`src/rtl/mul_share_arbiter.sv`:
```
// Round-robin sharing of one multi-cycle multiplier among N_REQ requesters.
// Optional WAIT-state timeout is built only when MUL_ARB_TIMEOUT_EN is defined.
module mul_share_arbiter #(
    parameter int N_REQ     = 4,
    parameter int OP_W      = 24,
    parameter int RES_W     = 48,
    parameter int FLUSH_CYC = 8,
    parameter int TIMEOUT   = 15
) (
    input  logic                  clk,
    input  logic                  rst_n,
    input  logic [N_REQ-1:0]      req,
    input  logic [N_REQ*OP_W-1:0] a_in,
    input  logic [N_REQ*OP_W-1:0] b_in,
    output logic [N_REQ-1:0]      gnt,
    output logic [N_REQ-1:0]      done,
    output logic [RES_W-1:0]      result,
    output logic                  err,
    output logic                  busy,
    output logic                  mul_start,
    output logic [OP_W-1:0]       mul_a,
    output logic [OP_W-1:0]       mul_b,
    input  logic                  mul_ready,
    input  logic [RES_W-1:0]      mul_result
);
    localparam int IDX_W = $clog2(N_REQ);
    localparam int FC_W  = $clog2(FLUSH_CYC + 1);

    typedef enum logic [2:0] {
        ST_FLUSH = 3'd0,
        ST_IDLE  = 3'd1,
        ST_ISSUE = 3'd2,
        ST_WAIT  = 3'd3,
        ST_RESP  = 3'd4
    } state_t;

    if (N_REQ < 2 || N_REQ > 8 || RES_W != 2 * OP_W || FLUSH_CYC < 1 || TIMEOUT < 1) begin : g_param_check
        $error("mul_share_arbiter: illegal parameter combination");
    end

    state_t               state_r, state_nx_s;
    logic [FC_W-1:0]      fcnt_r, fcnt_nx_s;
    logic [IDX_W-1:0]     rr_r, rr_nx_s;
    logic [IDX_W-1:0]     gidx_r, gidx_nx_s;
    logic [IDX_W:0]       pick_s;
    logic [N_REQ-1:0]     gnt_r, gnt_nx_s;
    logic [N_REQ-1:0]     done_r, done_nx_s;
    logic [RES_W-1:0]     result_r, result_nx_s;
    logic                 start_r, start_nx_s;
    logic [OP_W-1:0]      mul_a_r, a_nx_s;
    logic [OP_W-1:0]      mul_b_r, b_nx_s;
    logic                 busy_r;
    logic                 tmo_hit_s;
    logic                 rsp_err_s;

    // First requester at or after ptr, wrapping; MSB flags that one was found.
    function automatic logic [IDX_W:0] rr_pick(input logic [N_REQ-1:0] r, input logic [IDX_W-1:0] ptr);
        logic [IDX_W:0] sel;
        int             j;
        sel = '0;
        for (int k = N_REQ - 1; k >= 0; k--) begin
            j = (int'(ptr) + k) % N_REQ;
            if (r[j[IDX_W-1:0]]) begin
                sel = {1'b1, IDX_W'(j)};
            end else begin
                sel = sel;
            end
        end
        return sel;
    endfunction

    assign pick_s = rr_pick(req, rr_r);

`ifdef MUL_ARB_TIMEOUT_EN
    localparam int TW = $clog2(TIMEOUT + 1);
    logic [TW-1:0] wcnt_r;
    logic          err_r;

    assign tmo_hit_s = (wcnt_r == TW'(TIMEOUT - 1));
    assign rsp_err_s = err_r;
    assign err       = err_r;

    // WAIT dwell counter and timeout flag, which is high only in the RESP cycle
    always_ff @(posedge clk or negedge rst_n) begin
        if (!rst_n) begin
            wcnt_r <= '0;
            err_r  <= 1'b0;
        end else begin
            if (state_r == ST_WAIT) begin
                wcnt_r <= wcnt_r + TW'(1);
            end else begin
                wcnt_r <= '0;
            end
            err_r <= (state_r == ST_WAIT) && !mul_ready && tmo_hit_s;
        end
    end
`else
    assign tmo_hit_s = 1'b0;
    assign rsp_err_s = 1'b0;
    assign err       = 1'b0;
`endif

    // State register
    always_ff @(posedge clk or negedge rst_n) begin
        if (!rst_n) begin
            state_r <= ST_FLUSH;
        end else begin
            state_r <= state_nx_s;
        end
    end

    // Next-state logic; mul_ready only matters in WAIT
    always_comb begin
        state_nx_s = state_r;
        case (state_r)
            ST_FLUSH: begin
                if (fcnt_r == FC_W'(FLUSH_CYC - 1)) begin
                    state_nx_s = ST_IDLE;
                end else begin
                    state_nx_s = ST_FLUSH;
                end
            end
            ST_IDLE: begin
                if (pick_s[IDX_W]) begin
                    state_nx_s = ST_ISSUE;
                end else begin
                    state_nx_s = ST_IDLE;
                end
            end
            ST_ISSUE: state_nx_s = ST_WAIT;
            ST_WAIT: begin
                if (mul_ready || tmo_hit_s) begin
                    state_nx_s = ST_RESP;
                end else begin
                    state_nx_s = ST_WAIT;
                end
            end
            ST_RESP: begin
                if (rsp_err_s) begin
                    state_nx_s = ST_FLUSH;
                end else begin
                    state_nx_s = ST_IDLE;
                end
            end
            default: state_nx_s = ST_FLUSH;
        endcase
    end

    // Next values of the registered outputs and datapath
    always_comb begin
        gnt_nx_s    = gnt_r;
        done_nx_s   = '0;
        result_nx_s = result_r;
        start_nx_s  = 1'b0;
        a_nx_s      = mul_a_r;
        b_nx_s      = mul_b_r;
        gidx_nx_s   = gidx_r;
        rr_nx_s     = rr_r;
        fcnt_nx_s   = '0;
        case (state_r)
            ST_FLUSH: fcnt_nx_s = fcnt_r + FC_W'(1);
            ST_IDLE: begin
                if (pick_s[IDX_W]) begin
                    gnt_nx_s   = {{(N_REQ-1){1'b0}}, 1'b1} << pick_s[IDX_W-1:0];
                    gidx_nx_s  = pick_s[IDX_W-1:0];
                    a_nx_s     = a_in[pick_s[IDX_W-1:0]*OP_W +: OP_W];
                    b_nx_s     = b_in[pick_s[IDX_W-1:0]*OP_W +: OP_W];
                    start_nx_s = 1'b1;
                end else begin
                    gnt_nx_s = '0;
                end
            end
            ST_ISSUE: start_nx_s = 1'b0;
            ST_WAIT: begin
                if (mul_ready) begin
                    result_nx_s = mul_result;
                    done_nx_s   = gnt_r;
                end else if (tmo_hit_s) begin
                    result_nx_s = '0;
                    done_nx_s   = gnt_r;
                end else begin
                    done_nx_s = '0;
                end
            end
            ST_RESP: begin
                gnt_nx_s = '0;
                rr_nx_s  = (gidx_r == IDX_W'(N_REQ - 1)) ? '0 : gidx_r + IDX_W'(1);
            end
            default: begin
                gnt_nx_s = '0;
            end
        endcase
    end

    // Output and datapath registers
    always_ff @(posedge clk or negedge rst_n) begin
        if (!rst_n) begin
            gnt_r    <= '0;
            done_r   <= '0;
            result_r <= '0;
            start_r  <= 1'b0;
            mul_a_r  <= '0;
            mul_b_r  <= '0;
            gidx_r   <= '0;
            rr_r     <= '0;
            fcnt_r   <= '0;
            busy_r   <= 1'b1;
        end else begin
            gnt_r    <= gnt_nx_s;
            done_r   <= done_nx_s;
            result_r <= result_nx_s;
            start_r  <= start_nx_s;
            mul_a_r  <= a_nx_s;
            mul_b_r  <= b_nx_s;
            gidx_r   <= gidx_nx_s;
            rr_r     <= rr_nx_s;
            fcnt_r   <= fcnt_nx_s;
            busy_r   <= (state_nx_s != ST_IDLE);
        end
    end

    assign gnt       = gnt_r;
    assign done      = done_r;
    assign result    = result_r;
    assign mul_start = start_r;
    assign mul_a     = mul_a_r;
    assign mul_b     = mul_b_r;
    assign busy      = busy_r;

endmodule

```
`config.mk`:
```
export PLATFORM = sky130hd
export DESIGN_NAME = mul_share_arbiter
export DESIGN_NICKNAME = d
export VERILOG_FILES = /design/src/rtl/mul_share_arbiter.sv
export SDC_FILE = /design/constraint.sdc
export NUM_CORES = 1
export LEC_CHECK = 0
export ABC_AREA = 1
export CAP_MARGIN = 20
export CORE_MARGIN = 4
export CORE_UTILIZATION = 37
export CTS_BUF_LIST = sky130_fd_sc_hd__clkbuf_8
export DETAILED_ROUTE_END_ITERATION = 7
export GPL_ROUTABILITY_DRIVEN = 1
export PLACE_DENSITY = 0.83
export SLEW_MARGIN = 20
export SYNTH_ARGS = -nofsm -noshare
export SYNTH_HDL_FRONTEND = slang
export SYNTH_SLANG_ARGS = --single-unit
```
`constraint.sdc`:
```
create_clock -name clk -period 1.85 [get_ports clk]
set_clock_uncertainty 0.05 [all_clocks]
set_input_delay 0.37 -clock clk [delete_from_list [all_inputs] [get_ports clk]]
set_output_delay 0.37 -clock clk [all_outputs]
set_load 0.05 [all_outputs]
```
# Word level (Yosys, flattened, before mapping)
# Index checks and enable logic that the tools add are counted.
# word_totals
ff_bits	117
latchBits	0
ram_bits	0
rom_bits	0
inputBits	247
output_inout_bits	107
wordCells	59
n_memories	0
# classes
add_sub_neg	5
mul	1
div	0
magnitude_cmp	4
n_eq_ne	7
n_shift	3
mux	24
bitwise_logic	0
reduce_logical	4
# op_table
cell	n
$shiftx 96x8->24	2
$mux 4	4
$mux 3	5
$pmux 3 s5	1
$lt 2x3->1 const B	4
$bmux 1 s2	4
$pmux 4 s2	1
$mux 1	7
$eq 3x2->1 const B	2
$add 2x1->2 const B	2
$add 2x2->2 const B	2
$add 4x1->4 const B	1
$eq 4x3->1 const B	1
$mul 2x2->4 const B	1
$mux 2	2
$reduce_and 2->1	2
$shl 1x2->4 const A	1
$eq 3x1->1 const B	1
$eq 3x3->1 const B	1
$logic_not 3->1	1
$ne 3x1->1 const B	1
$reduce_or 3->1	1
$eq 2x2->1 const B	1

# Depth between registers and ports, before layout
# depth
ltp_word	10
ltp_mapped	16
mapped_depth_nobuf	14

# Worst setup path after synthesis
# Ideal clock, no wire load.
# synth_timing
path_kind	register to register
from	register rr_r[0]
to	register mul_a_r[4], in the netlist mul_a[4]
arrival_ns	1.625
t_required_ns	1.682
setup_slack_ns	0.058
stages_incl_launch_ff	14
n_path_buf	3
synth_period_minus_slack_ns	1.792
cell_sequence	dfrtp_1 > buf_6 > xnor2_1 > nand2_1 > nand3_2 > nand3_2 > buf_6 > buf_2 > nand3_1 > nand2_1 > nand2_1 > nand2_1 > nand2_1 > nand2_1
# synth_between
elab_chain_len	9
word_cells_on_any_way	18
classes_between	add/sub (3); mul (1); shift (1); mux (12); reduce/logical (1)
# synth_rtl
item	line_no	source
start, declared	43	logic [IDX_W-1:0] rr_r, rr_nx_s;
start signal, assigned	216	rr_r <= rr_nx_s;
$add 2x2->2	62	j = (int'(ptr) + k) % N_REQ;
$bmux 1 s2	63	if (r[j[IDX_W-1:0]]) begin
$mux 1 (implied by the code)	63	
$mux 3 (3 in series)	63	
$mux 3 *	63	
$mul 2x2->4	166	a_nx_s = a_in[pick_s[IDX_W-1:0]*OP_W +: OP_W];
$shiftx 96x8->24	166	
end signal, assigned	213	mul_a_r <= a_nx_s;
end, declared	50	logic [OP_W-1:0] mul_a_r, a_nx_s;
# Mark *: on every way between the ends. The rest lies on a longest branch, timed or not. The select of a mux whose other input is x is not followed.
# A chain may end at the register's enable or synchronous reset.

# Worst setup path after layout
# layout_timing
from	register rr_r[0]
to	register mul_b_r[2], in the netlist mul_b[2]
# layout_between
elab_chain_len	9
word_cells_on_any_way	18
classes_between	add/sub (3); mul (1); shift (1); mux (12); reduce/logical (1)
# layout_rtl
item	line_no	source
$add 2x2->2	62	
$bmux 1 s2	63	
$mux 1 (implied by the code)	63	
$mux 3 (3 in series)	63	
$mux 3 *	63	
$mul 2x2->4	167	b_nx_s = b_in[pick_s[IDX_W-1:0]*OP_W +: OP_W];
$shiftx 96x8->24	167	
end signal, assigned	214	mul_b_r <= b_nx_s;
end, declared	51	logic [OP_W-1:0] mul_b_r, b_nx_s;
# Marks and branches as above.

==> impl_results.md <==
* Status: complete, but fails checks
* Violated checks: setup timing
* Crit start category: flop
* Final Setup Violations at 56
* Worst hold slack at 361 ps
* Final Total Pwr at between 0.02 and 0.025 W
* Worst path required time at 2110 ps
* Finished Cell Area at 11500 sq um
* Placed Instances at 1571
* Worst-margin pin slew at 544 ps
* Commonest non-fill, non-tap cell in the layout: nand2_1
* Port Buf Inserts at 352
* Max frequency at roughly 480 MHz
* Hold Fails Final Rpt at 0
* Most frequent cells in the layout: 636 x nand2_1, 245 x clkdlybuf4s50_1, 137 x buf_4
* Register area at 2930 sq um
* Vias/cell at roughly 4.9
* Largest family of logic cells by synthesized area: simple AND/OR/NAND/NOR gates
* Iteration-0 DRC Markers at 581
* Core box area at 17400 sq um
* WS Path Type: flop to flop
* CTS Buf Count at 17
* Crit path arrival time at 2340 ps
* Initial antenna violation count at 1
* First-pass GRT wire length at 40900 um
* Vias in the first global route at 7789
* Synth Warn # at 0
* Yosys reg bits at about 120
* Crit path launch: rr_r[0]$_DFFE_PN0N_
* Mux contribution to synthesized area at 0
* Clock Path Buffers at 2
* Max Cap Viol at 0
* Post-layout nets at 1637
* Filler Cells Inserted at 1466
* R2R depth at 13
* Die Width at 141 um
* Final worst setup slack at -235 ps
* Clk slew on worst S/H paths at 80 ps
* Gate count after technology mapping at 1004
* Fin cells at about 1600
* Num ports at 354
* Yosys cell types at 29
* Later-pin clock latency in the skew report at 420 ps
* Residual DRC at 0
* Post-Route WL at 28500 um
* Max_slew headroom at 0.633
* WL per Instance at 17.5 um
* Sequential-to-total area share from yosys stat at 0.445
* Mapped Area at 6580 sq um
* Area growth syn-to-layout at 74.3%
* Fin crit share at 1.13
* GRT Total Usage at 0.260
* CP peak stage delay at between 400 and 500 ps
* Routed Antenna Nets at 0
* Die H at between 100 and 150 um
* Layout Utilization at 0.661
* Adder-Cell Fraction of Synth Area at 0.00380
* # rows at 48
* Most frequent cell on the critical path: nand2_1
* Post-synthesis xor/xnor area fraction at 0.00266
* CTS root buf: clkbuf_8
* H-tree depth at 4
* RSZ-0062 raised after global routing: yes
* Grt total ovfl at 0
* Hold crit path type: primary input to asynchronous set/reset pin
* Clk sinks at 117
* CTS tree: yes
* Leak at 6.16 nW
* Synth Area in Compound Gates at 0.0116
* Cell Pwr Density at approximately 2100 nW/um^2
* Post-Syn Nets at 1253
* Routability-driven placement congestion ratio at slightly below 1
* Critical R2R Launch: rr_r[0]$_DFFE_PN0N_
* Syn avg cell area at between 6 and 7 sq um
* Vias at ~8000
* Synth Area in Simple Gates at 0.474
* Layout cells sized above 1 at 0.180
* Peak VDD IR at 0.00111 V
* Crit-path max FO at 22
* Max stage delay cell, worst path: dfrtp_2
* Largest net degree at the start of global routing at 53
* First-pass DRT Iterations at 5
* Crit. End Element: flop
* Die ar. at about 20000 sq um
* Area of the multi-input gates at 3400 sq um
* Post-route minimum period at 2090 ps
* Initial Util at 0.379
* Crit-path cells: buf_6 > xnor2_4 > buf_4 > nand2_1 > nand3_2 > nand3_2 > a21oi_4 > inv_4 > clkbuf_16 > nand2_1 > nand2_1 > nand2_1 > nand2_1
* Area post-placement at 10500 sq um
* DP HPWL at 20300 um
* Max-slew violations at 0
[path summary, 6_finish.rpt]
check                                         endpoint  slack, ps
min in group clk                result[25]$_DFFE_PN0P_        420
worst min-delay path              mul_a[0]$_DFFE_PN0P_        360
worst min register to register  result[25]$_DFFE_PN0P_        420
worst max register to register    mul_b[2]$_DFFE_PN0P_       -240
max in group asynchronous       result[42]$_DFFE_PN0P_        820
worst max-delay path              mul_b[2]$_DFFE_PN0P_       -240
[cell families (layout without fill, tap and decap cells)]
group                      Yosys count  count (layout)
and+or+nand+nor                    782             782
other                                1               2
adders and majority gates            2               2
xor gates and xnor gates             2               2
AOI/OAI and AO/OA                   14              14
buffers and inverters               86             482
DFF                                117             117
[synthesized netlist by cell type]
cell	instances	share of area
a21oi_1	1	0.00076
a21oi_2	1	0.0013
buf_1	3	0.0017
buf_2	28	0.021
buf_4	3	0.0034
buf_6	5	0.0086
clkbuf_1	23	0.013
clkinv_1	1	0.00057
conb_1	1	0.00057
dfrtp_1	116	0.44
dfstp_2	1	0.0040
ha_1	2	0.0038
inv_1	20	0.011
inv_2	3	0.0017
nand2_1	649	0.37
nand2_2	2	0.0019
nand2_4	2	0.0034
nand3_1	108	0.082
nand3_2	2	0.0030
nand3b_1	1	0.0011
nor2_1	12	0.0068
nor3_1	3	0.0023
nor3b_1	1	0.0011
nor4_1	2	0.0019
o21ai_0	9	0.0068
o21ai_1	2	0.0015
o31ai_1	1	0.0011
xnor2_1	1	0.0013
xor2_1	1	0.0013
[critical path, delay by kind of cell (launching register included)]
| family | cells | cell delay, ps |
|---|---|---|
| buf+inv | 4 | 580 |
| simple gates | 7 | 470 |
| flops | 1 | 440 |
| compound gates | 1 | 250 |
| xor+xnor | 1 | 170 |
[flip-flops by register name, summed over array words and instances, names as in the netlist]
| register | flops |
|---|---|
| result | 48 |
| mul_a | 24 |
| mul_b | 24 |
| done | 4 |
| fcnt_r | 4 |
| gnt | 4 |
| state_r | 3 |
| gidx_r | 2 |
| rr_r | 2 |
| busy | 1 |
| mul_start | 1 |
[report_power, final]
group / switching, W / internal (W)
Combinational: 0.0108 / 0.00648
Clock: 0.00103 / 0.00138
Sequential: 0.000683 / 0.00366
[area by class of cell]
type	count	share of cell area
antenna	1	0.000218
clock buffer	19	0.0228
clock inverter	12	0.0120
inverter	24	0.00829
multi-input combinational	801	0.297
sequential	117	0.256
tap	225	0.0246
timing repair buffer	427	0.380
[metrics by stage]
step / TNS, ps / setup slack, ps
floorplan: 0 / 57.5
global placement: -21510 / -455
detailed placement: -25570 / -508
CTS: -6240 / -161
global route: -16080 / -338
finish: -10260 / -235
[timing repair]
action | CTS | global route
hold buffers | 1 | 0
setup buffers | 4 | 3
endpoints found under the hold margin | 20 | 0
endpoints found under the setup margin | 57 | 58
pin swaps | 3 | 15
gates resized for setup | 13 | 38
cloned | 2 | 13
[per-layer routing]
layer,part of all wire,routed length [um],track usage,up-vias
met3,0.065,1860,0.0522,73
met1,0.41,11600,0.333,3700
met4,0.036,1030,0.0841,0
met5,0,0,0,-
met2,0.49,14000,0.442,343
li1,-,-,-,3867
Power figures use the tool's default switching activity.
